## src/rtl/wb_slave_arbiter.sv

```systemverilog
// Two-master / one-slave Wishbone arbiter: round-robin, grant held for the whole cyc, stall watchdog.
// Optional grant statistics counters when WB_SLAVE_ARBITER_STATS_EN is defined.
module wb_slave_arbiter #(
    parameter int unsigned TIMEOUT_CYCLES = 16,
    parameter logic [31:0] TIMEOUT_DATA   = 32'hDEAD_BEEF
) (
    input  logic        clk,
    input  logic        rst,
    input  logic        m0_cyc_i,
    input  logic        m0_stb_i,
    input  logic        m0_we_i,
    input  logic [3:0]  m0_sel_i,
    input  logic [31:0] m0_adr_i,
    input  logic [31:0] m0_dat_i,
    output logic [31:0] m0_dat_o,
    output logic        m0_ack_o,
    input  logic        m1_cyc_i,
    input  logic        m1_stb_i,
    input  logic        m1_we_i,
    input  logic [3:0]  m1_sel_i,
    input  logic [31:0] m1_adr_i,
    input  logic [31:0] m1_dat_i,
    output logic [31:0] m1_dat_o,
    output logic        m1_ack_o,
    output logic        s_cyc_o,
    output logic        s_stb_o,
    output logic        s_we_o,
    output logic [3:0]  s_sel_o,
    output logic [31:0] s_adr_o,
    output logic [31:0] s_dat_o,
    input  logic [31:0] s_dat_i,
    input  logic        s_ack_i,
    output logic [1:0]  grant_o,
`ifdef WB_SLAVE_ARBITER_STATS_EN
    output logic [15:0] gnt0_cnt_o,
    output logic [15:0] gnt1_cnt_o,
`endif
    output logic        timeout_o
);

    typedef enum logic [1:0] {IDLE, GNT0, GNT1} state_t;

    localparam int unsigned CW      = (TIMEOUT_CYCLES > 0) ? $clog2(TIMEOUT_CYCLES + 1) : 1;
    localparam bit          WD_EN   = (TIMEOUT_CYCLES != 0);
    localparam logic [CW-1:0] WD_LAST = (TIMEOUT_CYCLES > 0) ? CW'(TIMEOUT_CYCLES - 1) : '0;

    state_t        state;
    logic          last;
    logic [CW-1:0] wd_cnt;
    logic          wd_fire;
    logic          act_cyc;
    logic          act_stb;
    logic          req0;
    logic          req1;

    assign req0 = m0_cyc_i & m0_stb_i;
    assign req1 = m1_cyc_i & m1_stb_i;

    always_comb begin
        act_cyc = 1'b0;
        act_stb = 1'b0;
        case (state)
            GNT0: begin
                act_cyc = m0_cyc_i;
                act_stb = m0_stb_i;
            end
            GNT1: begin
                act_cyc = m1_cyc_i;
                act_stb = m1_stb_i;
            end
            default: ;
        endcase
    end

    // A real slave ack in the same cycle wins over the watchdog.
    assign wd_fire = WD_EN && act_stb && !s_ack_i && (wd_cnt == WD_LAST);

    always_comb begin
        s_cyc_o  = 1'b0;
        s_stb_o  = 1'b0;
        s_we_o   = 1'b0;
        s_sel_o  = '0;
        s_adr_o  = '0;
        s_dat_o  = '0;
        m0_ack_o = 1'b0;
        m0_dat_o = '0;
        m1_ack_o = 1'b0;
        m1_dat_o = '0;
        case (state)
            GNT0: begin
                s_cyc_o  = m0_cyc_i;
                s_stb_o  = m0_stb_i & ~wd_fire;
                s_we_o   = m0_we_i;
                s_sel_o  = m0_sel_i;
                s_adr_o  = m0_adr_i;
                s_dat_o  = m0_dat_i;
                m0_ack_o = s_ack_i | wd_fire;
                m0_dat_o = wd_fire ? TIMEOUT_DATA : s_dat_i;
            end
            GNT1: begin
                s_cyc_o  = m1_cyc_i;
                s_stb_o  = m1_stb_i & ~wd_fire;
                s_we_o   = m1_we_i;
                s_sel_o  = m1_sel_i;
                s_adr_o  = m1_adr_i;
                s_dat_o  = m1_dat_i;
                m1_ack_o = s_ack_i | wd_fire;
                m1_dat_o = wd_fire ? TIMEOUT_DATA : s_dat_i;
            end
            default: ;
        endcase
    end

    always_ff @(posedge clk) begin
        if (rst) begin
            wd_cnt    <= '0;
            timeout_o <= 1'b0;
        end else begin
            if (wd_fire)
                timeout_o <= 1'b1;
            if (!act_cyc || !act_stb || s_ack_i || wd_fire)
                wd_cnt <= '0;
            else if (wd_cnt != WD_LAST)
                wd_cnt <= wd_cnt + 1'b1;
        end
    end

    // Leaving a grant always passes through IDLE, giving one dead cycle between owners.
    always_ff @(posedge clk) begin
        if (rst) begin
            state   <= IDLE;
            last    <= 1'b1;
            grant_o <= 2'b00;
`ifdef WB_SLAVE_ARBITER_STATS_EN
            gnt0_cnt_o <= '0;
            gnt1_cnt_o <= '0;
`endif
        end else begin
            case (state)
                IDLE: begin
                    if (req0 && (!req1 || last)) begin
                        state   <= GNT0;
                        grant_o <= 2'b01;
`ifdef WB_SLAVE_ARBITER_STATS_EN
                        if (gnt0_cnt_o != 16'hFFFF)
                            gnt0_cnt_o <= gnt0_cnt_o + 16'd1;
`endif
                    end else if (req1) begin
                        state   <= GNT1;
                        grant_o <= 2'b10;
`ifdef WB_SLAVE_ARBITER_STATS_EN
                        if (gnt1_cnt_o != 16'hFFFF)
                            gnt1_cnt_o <= gnt1_cnt_o + 16'd1;
`endif
                    end
                end
                GNT0: begin
                    if (!m0_cyc_i) begin
                        state   <= IDLE;
                        last    <= 1'b0;
                        grant_o <= 2'b00;
                    end
                end
                GNT1: begin
                    if (!m1_cyc_i) begin
                        state   <= IDLE;
                        last    <= 1'b1;
                        grant_o <= 2'b00;
                    end
                end
                default: begin
                    state   <= IDLE;
                    grant_o <= 2'b00;
                end
            endcase
        end
    end

endmodule
```

## config.mk

```make
export PLATFORM = sky130hd
export DESIGN_NAME = wb_slave_arbiter
export DESIGN_NICKNAME = d
export VERILOG_FILES = /design/src/rtl/wb_slave_arbiter.sv
export SDC_FILE = /design/constraint.sdc
export NUM_CORES = 1
export LEC_CHECK = 0
export ABC_AREA = 1
export BUFFER_PORTS_ARGS = -buffer_cell sky130_fd_sc_hd__buf_2
export CORE_AREA = 2 2 122 124
export DETAILED_ROUTE_END_ITERATION = 8
export DIE_AREA = 0 0 124 126
export PLACE_DENSITY = 0.54
export SETUP_SLACK_MARGIN = 0.1
export SKIP_CTS_REPAIR_TIMING = 1
export SLEW_MARGIN = 20
export SYNTH_ARGS = -nofsm -noshare
export SYNTH_HDL_FRONTEND = slang
export SYNTH_SLANG_ARGS = --single-unit
```

## constraint.sdc

```tcl
create_clock -name clk -period 3.62 [get_ports clk]
set_input_delay 0 -clock clk [delete_from_list [all_inputs] [get_ports clk]]
set_output_delay 0 -clock clk [all_outputs]
set_load 0.01 [all_outputs]
```

==> impl_metrics.csv <==
group,metric,value,unit
run_status,status,"finished, final reports clean",
timing,setup_violations,0,
clock_tree,htreeDepth,1,
pwr,p_leak,2.20,nW
pwr,powerDensity,180,nW/um^2
die,die_h,126,um
detailed_routing,ant_nets,0,
worst_setup_path,path_max_fanout,34,
detailed_routing,dr.max_layer_used,"met4",
pwr,total_power,0.684,mW
clock_tree,cts_tree,"built",
timing,period_minus_slack,2.65,ns
logic_synthesis,ys_seq_area_share,8.70,%
pwr,vdd_drop_max,0.171,mV
global_routing,grt.total_usage,12.5,%
detailed_routing,first_pass_iters,6,
detailed_routing,met1Wirelength,4600,um
final_layout,multiInputGateArea,1520,um^2
logic_synthesis,synth_seq_cells,9,
worst_setup_path,endpoint_kind,"primary output",
logic_synthesis,synth_cells,427,
clock_tree,clockBufferDepth,2,
min_path,hold_class,"in2reg",
logic_synthesis,synthDistinctLibCells,20,
detailed_routing,routed-wl-met2,5380,um
global_routing,grt_pass1_wl,15700,um
die,start_util,14.5,%
detailed_routing,drcViolationCount,0,
clock_tree,clk_pin_slew,0.04,ns
worst_setup_path,timing_worst_setup_path_type,"reg2out",
final_layout,fill_cells,1669,
global_routing,grt_overflow,0,
timing,max_freq,377,MHz
timing,slew_headroom,39.1,%
timing,worst_pin_slew,0.908,ns
run,cap_viol_max_count,0,
die,core,14300,um^2
placement,io_buffers,316,
placement,dp_hpwl,8660,um
worst_setup_path,critPathArrivalTime,2.65,ns
global_routing,grt_max_degree,71,
detailed_routing,drt-wirelength-per-cell,12.3,um
detailed_routing,vias,3622,
logic_synthesis,ys_warn_count,0,
timing,finalClockSkew,0.000723,ns
placement,place_congestion,0.803,
clock_tree,cts_buffers,3,
timing,tns,0,ns
timing,final_max_slew_viol_count,0,
logic_synthesis,syn-num-nets,609,
worst_setup_path,crit_required,3.62,ns
die,die_area,15600,um^2
final_layout,nets,899,
clock_tree,cts_root_buf,"clkbuf_16",
global_routing,grt_pass1_vias,3118,
detailed_routing,wl_met3,927,um
die,die_w,124,um
final_layout,syn2layout_area_growth,83.4,%
timing,final-hold-violation-count,0,
timing,period_share,73.2,%
die,num_io_pins,317,
global_routing,antenna_found_initial,0,
detailed_routing,drt-initial-drc-count,148,
timing,rsz0062_at_grt,"false",
final_layout,n_antenna_cell,0,
logic_synthesis,syn_avg_cell_area,4.85,um^2
logic_synthesis,synth_area,2070,um^2
final_layout,drive_gt1_share,46.1,%
detailed_routing,vias_per_cell,4.02,
worst_setup_path,start_kind,"flop",
die,num_rows,44,
clock_tree,cts.sinks,9,
clock_tree,insertion_delay,0.24,ns
detailed_routing,wirelength,11000,um
final_layout,regArea,180,um^2
[Yosys cell counts, drive strengths merged]
library cell,count,area (um^2)
a21oi,124,621
nor2,27,104
nand3,6,42.5
mux2i,1,10.0
dfxtp,9,180
inv,42,158
nand2,170,643
o21ai,2,10.0
buf,23,160
xor2,2,17.5
clkinv,2,7.51
nand4,1,6.26
ha,5,62.6
clkbuf,13,48.8
[where the power goes]
part | total (mW) | switching, mW | internal (mW)
registers | 0.104 | 0.00182 | 0.102
logic | 0.378 | 0.226 | 0.152
clock network | 0.202 | 0.0539 | 0.148
[flip-flops by register name, summed over array words and instances (netlist names)]
register	count
state	2
last	1
timeout_o	1
wd_cnt	5
[worst paths after layout]
| check | depth (start not counted) | slack [ns] | to | start |
|---|---|---|---|---|
| setup / recovery | 8 | 0.97 | s_stb_o | state[0]$_SDFFE_PP0P_ |
| hold / removal | 5 | 0.15 | state[0]$_SDFFE_PP0P_ | m0_cyc_i |
| setup reg to reg | 9 | 1.38 | wd_cnt[0]$_SDFFE_PP0N_ | state[0]$_SDFFE_PP0P_ |
| hold reg to reg | 2 | 0.44 | timeout_o$_SDFFE_PP0P_ | timeout_o$_SDFFE_PP0P_ |
[cell families after synthesis]
family                   share of synthesized area [%]
buffers and inverters                             18.1
multiplexers                                     0.483
AO/OA/AOI/OAI                                     30.5
AND/OR/NAND/NOR                                   38.4
XOR/XNOR                                         0.846
flip-flops                                        8.70
adder cells (fa/ha/maj)                           3.02
[cell type report]
| class | instances | share of cell area (%) |
|---|---|---|
| clock buffers | 4 | 2.08 |
| inverters | 44 | 4.35 |
| multi-input cells | 338 | 40.1 |
| repair buffers | 321 | 42.7 |
| well taps | 184 | 6.06 |
| flip-flops and latches | 9 | 4.74 |
[worst max-delay path, stage by stage (launching register included)]
cell	delay, ns
dfxtp_1	0.33
inv_1	0.09
ha_2	0.50
clkinv_1	0.86
nand2_1	0.23
a21oi_1	0.10
nand2_1	0.09
inv_1	0.05
buf_2	0.14
[per-layer routing]
layer | global-route usage, % | up-vias
li1 | - | 1921
met1 | 15.7 | 1531
met2 | 22.3 | 159
met3 | 1.72 | 11
met4 | 2.71 | 0
met5 | 0 | -
[cell usage in the layout (no fill, tap or decap), types with 3 or more instances in the layout]
cell type / count
buf_2: 316
buf_4: 4
ha_1: 3
a21oi_1: 124
nor2_1: 26
nand2_1: 168
nand3_1: 5
clkbuf_16: 3
inv_1: 41
dfxtp_1: 9
[stage by stage]
| stage | utilization [%] | cells | hold slack [ns] | setup slack [ns] | instance area, um^2 |
|---|---|---|---|---|---|
| after floorplan | - | 427 | 0.0691 | 2.15 | 2070 |
| after global placement | 25.9 | 895 | 0.176 | 1.22 | 3710 |
| after detailed placement | 25.9 | 895 | 0.174 | 1.20 | 3710 |
| after CTS | 26.5 | 899 | -0.0784 | 0.932 | 3790 |
| after global routing | 26.5 | 900 | 0.222 | 0.622 | 3800 |
| final | 26.5 | 900 | 0.151 | 0.970 | 3800 |
(Power assumes the default switching activity.)
